File: src/rtl/mem_loader.sv
// Boot loader in front of the 64K system memory: takes a framed byte stream
// (base, length, payload, optional checksum), writes the payload, then hands the bus to the CPU.
module mem_loader #(
   parameter bit LOAD_ENABLE = 1'b1,
   parameter bit CHECK_SUM   = 1'b1
) (
   input  logic        CLK,
   input  logic        RST,
   input  logic        InValid,
   input  logic [7:0]  InData,
   output logic        InReady,
   input  logic        CpuWE,
   input  logic [15:0] CpuAddress,
   input  logic [7:0]  CpuDataIn,
   output logic        MemWE,
   output logic [15:0] MemAddress,
   output logic [7:0]  MemDataIn,
   output logic        CpuHold,
   output logic        Done,
   output logic        Error
);

   typedef enum logic [2:0] {
      ADDR_LO, ADDR_HI, LEN_LO, LEN_HI, DATA, SUM, DONE, ERR
   } state_t;

   state_t      state;
   logic [15:0] ptr;
   logic [15:0] len;
   logic [7:0]  sum;
   logic [7:0]  sum_chk;
   logic        wr_we;
   logic [15:0] wr_addr;
   logic [7:0]  wr_data;
   logic        accept;
   logic        loader_owns_bus;

   assign InReady = (state != DONE) && (state != ERR);
   assign accept  = InValid && InReady;
   assign sum_chk = sum + InData;

   always_ff @(posedge CLK) begin
      if (RST) begin
         state   <= LOAD_ENABLE ? ADDR_LO : DONE;
         CpuHold <= LOAD_ENABLE;
         Done    <= !LOAD_ENABLE;
         Error   <= 1'b0;
         wr_we   <= 1'b0;
         wr_addr <= 16'd0;
         wr_data <= 8'd0;
         ptr     <= 16'd0;
         len     <= 16'd0;
         sum     <= 8'd0;
      end else begin
         wr_we <= 1'b0;
         if (accept) begin
            case (state)
               ADDR_LO: begin
                  ptr[7:0] <= InData;
                  state    <= ADDR_HI;
               end
               ADDR_HI: begin
                  ptr[15:8] <= InData;
                  state     <= LEN_LO;
               end
               LEN_LO: begin
                  len[7:0] <= InData;
                  state    <= LEN_HI;
               end
               LEN_HI: begin
                  len[15:8] <= InData;
                  if ({InData, len[7:0]} != 16'd0) begin
                     state <= DATA;
                  end else if (CHECK_SUM) begin
                     state <= SUM;
                  end else begin
                     state   <= DONE;
                     CpuHold <= 1'b0;
                     Done    <= 1'b1;
                  end
               end
               DATA: begin
                  // Write is registered: memory sees it on the next edge.
                  wr_we   <= 1'b1;
                  wr_addr <= ptr;
                  wr_data <= InData;
                  sum     <= sum_chk;
                  ptr     <= ptr + 16'd1;
                  len     <= len - 16'd1;
                  if (len == 16'd1) begin
                     if (CHECK_SUM) begin
                        state <= SUM;
                     end else begin
                        state   <= DONE;
                        CpuHold <= 1'b0;
                        Done    <= 1'b1;
                     end
                  end
               end
               SUM: begin
                  if (sum_chk == 8'd0) begin
                     state   <= DONE;
                     CpuHold <= 1'b0;
                     Done    <= 1'b1;
                  end else begin
                     state <= ERR;
                     Error <= 1'b1;
                  end
               end
               default: ;
            endcase
         end
      end
   end

   // A still-pending loader write keeps the bus so the final byte lands even without a checksum cycle.
   assign loader_owns_bus = CpuHold || wr_we;
   assign MemWE      = loader_owns_bus ? wr_we   : CpuWE;
   assign MemAddress = loader_owns_bus ? wr_addr : CpuAddress;
   assign MemDataIn  = loader_owns_bus ? wr_data : CpuDataIn;

endmodule

File: config.mk
export PLATFORM = sky130hd
export DESIGN_NAME = mem_loader
export DESIGN_NICKNAME = d
export VERILOG_FILES = /design/src/rtl/mem_loader.sv
export SDC_FILE = /design/constraint.sdc
export NUM_CORES = 1
export LEC_CHECK = 0
export BUFFER_PORTS_ARGS = -buffer_cell sky130_fd_sc_hd__clkbuf_2
export CAP_MARGIN = 20
export CELL_PAD_IN_SITES_DETAIL_PLACEMENT = 2
export CELL_PAD_IN_SITES_GLOBAL_PLACEMENT = 2
export CORE_ASPECT_RATIO = 1.4
export CORE_UTILIZATION = 35
export DETAILED_ROUTE_END_ITERATION = 8
export HOLD_SLACK_MARGIN = 0.1
export PLACE_DENSITY = 0.89
export RECOVER_POWER = 100
export SYNTH_ARGS = -nofsm -noshare
export SYNTH_HDL_FRONTEND = slang
export SYNTH_SLANG_ARGS = --single-unit
File: constraint.sdc
create_clock -name CLK -period 4.95 [get_ports CLK]
set_clock_uncertainty 0.05 [all_clocks]
set_input_delay 0.495 -clock CLK [delete_from_list [all_inputs] [get_ports CLK]]
set_output_delay 0.495 -clock CLK [all_outputs]
set_load 0.1 [all_outputs]
==> metrics.md, run 1 <==
| Metric | Value |
|---|---|
| CP Capture Type | register |
| Yosys reg bits | 71 |
| Sequential area share after synthesis | 34.57% |
| Pin count of the biggest net entering global routing | 44 |
| Unrepaired setup endpoints after global routing | no |
| Warning count from the yosys run | 0 |
| Global-route usage over all layers | 29.43% |
| Syn Nets | 584 |
| Synthesized cell area | 4111 um^2 |
| Initial antenna violation count | 0 |
| Area grow syn2layout | 17.77% |
| Period utilisation layout | 76.34% |
| CP Cell Sequence | ha_1, nand2b_1, or3_1, nor2_1, clkbuf_1, nand2_1, a21oi_1 |
| TritonCTS clock tree | built |
| Slew Limit Fails | 0 |
| Clock Root Buffer | clkbuf_16 |
| Worst-path fanout max | 20 |
| First-pass GRT wire length | 27100 um |
| Yosys top cell area share | 34.57% |
| DRC | 0 |
| Number of buffer and inverter stages on the critical path | 1 |
| Syn_area_per_cell | 7.699 um^2 |
| Top FF cell, synth | dfxtp_1 |
| Die area | 12190 um^2 |
| Netlist cell types | 57 |
| Setup TNS | 0 ps |
| CTS clk-pin slew, worst paths | 70 ps |
| Max Clk Rate | 264.6 MHz |
| Max_slew headroom | 8.333% |
| Hold/Removal Path Class | input port to register |
| Fill cell count | 1299 |
| Post-synth ARST share | 0% |
| Chip Height | 130.2 um |
| Total grt overflow | 0 |
| Post-synth EDFFs | 0 |
| Crit path max-delay family | simple AND/OR/NAND/NOR gates |
| WP data arrival | 4010 ps |
| GPL Wtd Cong | 0.8132 |
| Max_cap viols | 0 |
| Horiz. Die Dim | 93.60 um |
| Htree depth | 3 |
| Gr busiest metal | met2 |
| # rows | 46 |
| Cells after synthesis | 534 |
| Post-synth top area cell | dfxtp_1 |
| Power per cell area | 368.5 nW/um^2 |
| Crit path max-delay cell type | nor2_1 |
| Final wirelength | 17600 um |
| DR pass1 iterations | 4 |
| Via count of the first global-routing pass | 4920 |
| Routed len/inst | 24.02 um |
| Clk sink count | 71 |
| Post-CTS Setup Inserts | 0 |
| CTS Hold Bufs | 0 |
| Number of nets in the layout | 634 |
| GR Layer Usage met2 | 56.96% |
| I/O pins | 65 |
| Share of cells above drive strength 1 | 16.13% |
| Status | complete, no violations |
| Worst Path Required | 5180 ps |
| ANT cells | 0 |
| Max Root-Sink Buffers | 2 |
| Worst-margin pin slew | 1375 ps |
| DPL Wire Length | 11160 um |
| Most numerous cell in the Yosys netlist | nand2_1 |
| CTS Buf Count | 9 |
| Worst-Skew Late Latency | 350 ps |
| I/O Buffers | 64 |
| Antenna-violating nets left | 0 |
| Most frequent cells after synthesis | nand2_1 (92), dfxtp_1 (71), nor2_1 (58) |
| M3 GR Usage | 6.294% |
| DRT iter0 DRCs | 199 |
| Tot Pwr | 1.784 mW |
| Met1 Track Usage GR | 28.65% |
| Ranking of synthesized cells by area | dfxtp_1 (35%), nand2_1 (8.4%), mux2_2 (6.6%), a21oi_1 (6.2%), nor2_1 (5.3%) |
| Kind of critical path | register to register |
| Initial Utilization | 36.08% |
| VDD IR-drop max | 168.2 uV |
| Final setup fails | 0 |
| Via count | 4493 |
| Core Area | 11400 um^2 |
| Final Hold Viols | 0 |
| Pleak | 1.764 nW |
| # resized after CTS | 0 |
| CP startpoint kind | register |
| Via density | 6.130 |
| Post-route minimum period | 3779 ps |
| Worst path max stage delay | 820 ps |
-- placed cells by master, fill, tap and decap left out, types with 4 or more instances in the layout --
cell	Yosys	final
nor4_1	4	4
a21o_1	4	4
or3_1	7	7
inv_1	12	13
a211oi_1	9	9
o31ai_1	8	8
nand3_1	17	17
nand2_1	92	92
nor2_1	58	58
nor3_1	14	15
clkbuf_1	27	31
a22oi_1	13	13
xnor2_1	7	7
nand4_1	4	4
a21oi_1	51	51
ha_1	13	13
nand2b_1	5	5
buf_4	0	6
dfxtp_1	71	71
a311oi_1	4	4
o21ai_1	13	4
mux2_2	24	24
o21ai_0	19	28
clkbuf_2	0	36
clkbuf_16	0	9
-- stage by stage --
step / utilization [%] / cells / hold WS, ps / area, um^2 / setup WS (ps)
CTS: 42.80 / 731 / 400.4 / 4877 / 1801
floorplan: - / 534 / 383.8 / 4111 / 2279
finish: 42.49 / 733 / 399.7 / 4842 / 1171
global placement: 39.79 / 714 / 393.8 / 4534 / 1995
global route: 42.49 / 733 / 423.2 / 4842 / 972.0
detailed placement: 39.92 / 715 / 406.6 / 4549 / 1728
-- worst min-delay path, stage by stage --
cell and delay, ps:
clkbuf_2 140, nand2_1 70, a21oi_1 50
-- kinds of logic after synthesis --
logic type | count (synthesis) | share of synthesized area (%)
buffers and inverters | 48 | 4.595
AND/OR/NAND/NOR | 218 | 24.25
multiplexers | 25 | 6.817
adder cells (fa/ha/maj) | 14 | 4.443
XOR/XNOR | 9 | 1.917
AO/OA/AOI/OAI | 149 | 23.40
flip-flops | 71 | 34.57
-- registers in the layout, indices dropped and copies added, names as in the netlist --
register	cells
ptr	16
len	16
CpuHold	1
state	3
sum	8
wr_we	1
Error	1
wr_addr	16
Done	1
wr_data	8
-- cell type report --
type	instances	area (um^2)	area share (%)
clock buffers	9	225.2	4.651
clock inverters	7	102.6	2.119
inverters	13	48.80	1.008
multi-input cells	415	2495	51.52
flip-flops and latches	71	1421	29.35
well taps	144	180.2	3.721
repair buffers	74	369.1	7.623
-- per-layer routing --
metal | routed length [um] | share of wire, %
met5 | 0 | 0
met4 | 827 | 4.7
met3 | 769 | 4.4
met2 | 9627 | 55
met1 | 6379 | 36
-- power by group --
part | internal (mW) | switching, mW | leakage [nW]
Sequential | 0.603 | 0.0588 | 0.575
Clock | 0.448 | 0.298 | 0.157
Combinational | 0.125 | 0.251 | 1.03
-- path summary, 6_finish.rpt --
check             start    endpoint  slack (ps)  depth (start not counted)
max            state[2]  wr_data[3]        1170                          7
min           InData[4]  wr_data[4]         400                          3
min reg2reg  wr_data[6]  wr_data[6]         420                          2
max reg2reg    state[2]  wr_data[3]        1170                          7
Note: power is estimated with default switching activity, not from simulation.
==> run 2, diff against run 1 <==
--- a/config.mk
+++ b/config.mk
@@ -10,10 +10,10 @@
 export CELL_PAD_IN_SITES_DETAIL_PLACEMENT = 2
 export CELL_PAD_IN_SITES_GLOBAL_PLACEMENT = 2
 export CORE_ASPECT_RATIO = 1.4
-export CORE_UTILIZATION = 35
+export CORE_UTILIZATION = 30
 export DETAILED_ROUTE_END_ITERATION = 8
 export HOLD_SLACK_MARGIN = 0.1
-export PLACE_DENSITY = 0.89
+export PLACE_DENSITY = 0.82
 export RECOVER_POWER = 100
 export SYNTH_ARGS = -nofsm -noshare
 export SYNTH_HDL_FRONTEND = slang
==> constraint.sdc (replaced) <==
create_clock -name CLK -period 3.33 [get_ports CLK]
set_clock_uncertainty 0.05 [all_clocks]
set_input_delay 0.333 -clock CLK [delete_from_list [all_inputs] [get_ports CLK]]
set_output_delay 0.333 -clock CLK [all_outputs]
set_load 0.1 [all_outputs]
==> run 2 against run 1 <==
Sequential cell count unchanged. Largest cell class unchanged. Design area rose by 1.1%. Via count decreased by 6.1%.
==> metrics.md, run 2 (synthesis gave the netlist of run 1 again) <==
| Metric | Value |
|---|---|
| Antenna-violating nets left | 0 (unchanged) |
| # rows | 50 (+8.7%) |
| Setup TNS | 0 ps (unchanged) |
| Reg power frac | 38.7% (+1.6 points) |
| CTS Hold Bufs | 0 (unchanged) |
| Commonest non-fill, non-tap cell in the layout | nand2_1 |
| CP startpoint kind | register |
| Post-CTS Setup Inserts | 0 (unchanged) |
| CTS Buf Count | 9 (unchanged) |
| Period utilisation layout | 85.81% |
| Area occupied by multi-input gates | 2501 um^2 (+0.25%) |
| Core Area | 13390 um^2 (+17%) |
| DRC | 0 (unchanged) |
| Max Clk Rate | 350.0 MHz |
| Area grow syn2layout | 19.11% |
| Initial Utilization | 30.71% (-5.4 points) |
| Largest regs | len x16, ptr x16, wr_addr x16 |
| Fill cell count | 1610 (+24%) |
| Unrepaired setup endpoints after global routing | no |
| Hold/Removal Path Class | input port to register |
| Power share of the combinational group | 21.6% (+0.5 points) |
| VDD IR-drop max | 256.7 uV (+53%) |
| Routed len/inst | 19.04 um (-21%) |
| Pin count of the biggest net entering global routing | 56 (+27%) |
| WP data arrival | 2470 ps (-1540 ps) |
| DPL Wire Length | 10430 um (-6.6%) |
| Hold Crit Depth | 3 (unchanged) |
| Number of nets in the layout | 637 (+0.47%) |
| Number of buffer and inverter stages on the critical path | 2 (+1) |
| CTS clk-pin slew, worst paths | 60 ps (about the same) |
| # resized after CTS | 0 (unchanged) |
| Worst r2r path cells | 7 (unchanged) |
| Register Area | 1421 um^2 (unchanged) |
| Chip Height | 140.5 um (+7.9%) |
| CP Cell Sequence | nor2_2, clkbuf_2, mux2_2, clkbuf_2 |
| Dpl cells | 758 (+6.0%) |
| Most frequent cells in the layout | nand2_1 (92), dfxtp_1 (71), nor2_1 (56) |
| Max_slew headroom | 21.75% (+13 points) |
| Die area | 14180 um^2 (+16%) |
| Final wirelength | 14740 um (-16%) |
| Max Root-Sink Buffers | 2 (unchanged) |
| Share of cells above drive strength 1 | 18.92% (+2.8 points) |
| Via density | 5.453 (-11%) |
| Crit path max-delay cell type | nor2_2 |
| Worst path max stage delay | 540 ps (-280 ps) |
| Post-route minimum period | 2857 ps |
| TritonCTS clock tree | built |
| Horiz. Die Dim | 100.9 um (+7.8%) |
| Worst-margin pin slew | 1179 ps (-196.3 ps) |
| Net Sw Power | 0.8143 mW (+34%) |
| I/O Buffers | 64 (unchanged) |
| Crit path max-delay family | buffers and inverters |
| Power per cell area | 514.1 nW/um^2 (+40%) |
| Total grt overflow | 0 (unchanged) |
| Worst-Skew Late Latency | 330 ps (-20 ps) |
| Global-route usage over all layers | 21.77% (-7.7 points) |
| Worst Path Required | 2950 ps (-2230 ps) |
| Clk sink count | 71 (unchanged) |
| Pint | 1.704 mW (+45%) |
| First-pass GRT wire length | 23960 um (-12%) |
| Critical path depth in cells | 4 (-3) |
| DRT iter0 DRCs | 117 (-41%) |
| I/O pins | 65 (unchanged) |
| Final setup fails | 0 (unchanged) |
| WHS | 232.4 ps (-167.3 ps) |
| Htree depth | 3 (unchanged) |
| CP Capture Type | output pin |
| Max_cap viols | 0 (unchanged) |
| Clock Root Buffer | clkbuf_16 |
| Non-filler instance count after layout | 774 (+5.6%) |
| Kind of critical path | register to output pin |
| Tot Pwr | 2.518 mW (+41%) |
| Via count of the first global-routing pass | 4728 (-3.9%) |
| DR pass1 iterations | 4 (unchanged) |
| Most common cell on crit path | clkbuf_2 |
| Slew Limit Fails | 0 (unchanged) |
| Worst-path fanout max | 13 (-35%) |
| Status | complete, no violations |
| Fin area | 4897 um^2 (+1.1%) |
| Initial antenna violation count | 0 (unchanged) |
| DP Area | 4639 um^2 (+2.0%) |
| Final Hold Viols | 0 (unchanged) |
| ANT cells | 0 (unchanged) |
| Sw Share | 32.34% (-1.7 points) |
| Clock group share of total power | 39.7% (-2.1 points) |
| GPL Wtd Cong | 0.8342 (+2.6%) |
| Via count | 4221 (-6.1%) |
| Pleak | 1.814 nW (+2.8%) |
==> run 2: cell types whose count changed in the layout (fill, tap and decap cells not counted), sizes merged <==
cell and change:
bufinv -1, buf -1, inv -3, clkbuf +6
clkinv +2
==> run 2: stage by stage <==
step,setup WS [ps],utilization (%)
2_1_floorplan,820.6,-
3_3_place_gp,569.7,34.65
3_5_place_dp,452.7,34.65
4_1_cts,526.1,36.96
5_1_grt,254.1,36.58
6_report,472.6,36.58
==> run 2: area by class of cell <==
cell class                 count  share of cell area [%]
inverter                      13                  0.9964
multi-input combinational    415                   51.07
sequential                    71                   29.02
clock buffer                  11                   5.161
tap                          182                   4.650
clock inverter                 5                   1.150
timing repair buffer          77                   7.946
==> run 2: path summary, 6_finish.rpt <==
kind / slack (ps) / endpoint / startpoint
setup / recovery: 470 / MemDataIn[6] / CpuHold
hold / removal: 230 / wr_data[2] / InData[2]
setup reg to reg: 500 / wr_data[0] / state[2]
hold reg to reg: 400 / wr_addr[5] / wr_addr[5]
==> run 2: power groups by stage <==
stage                     logic [mW]  clock network, mW  registers [mW]
after global placement         0.515                  0           0.985
final                          0.543               1.00           0.975
after detailed placement       0.545                  0           0.990
after CTS                      0.557               1.03           0.974
after global routing           0.597               1.06           0.984
after floorplan                0.400                  0           0.960
==> run 2: layer usage <==
metal	vias up	part of all wire (%)	GRT usage, %
li1	2002	-	-
met4	0	3.3	9.230
met2	80	54	41.42
met1	2108	40	23.29
met3	31	2.8	3.293
met5	-	0	0
==> run 2: worst min-delay path, delay by kind of cell <==
| kind | cells | cell delay [ps] |
|---|---|---|
| buffers and inverters | 1 | 120 |
| AOI/OAI and AO/OA | 1 | 50 |
| and+or+nand+nor | 1 | 60 |
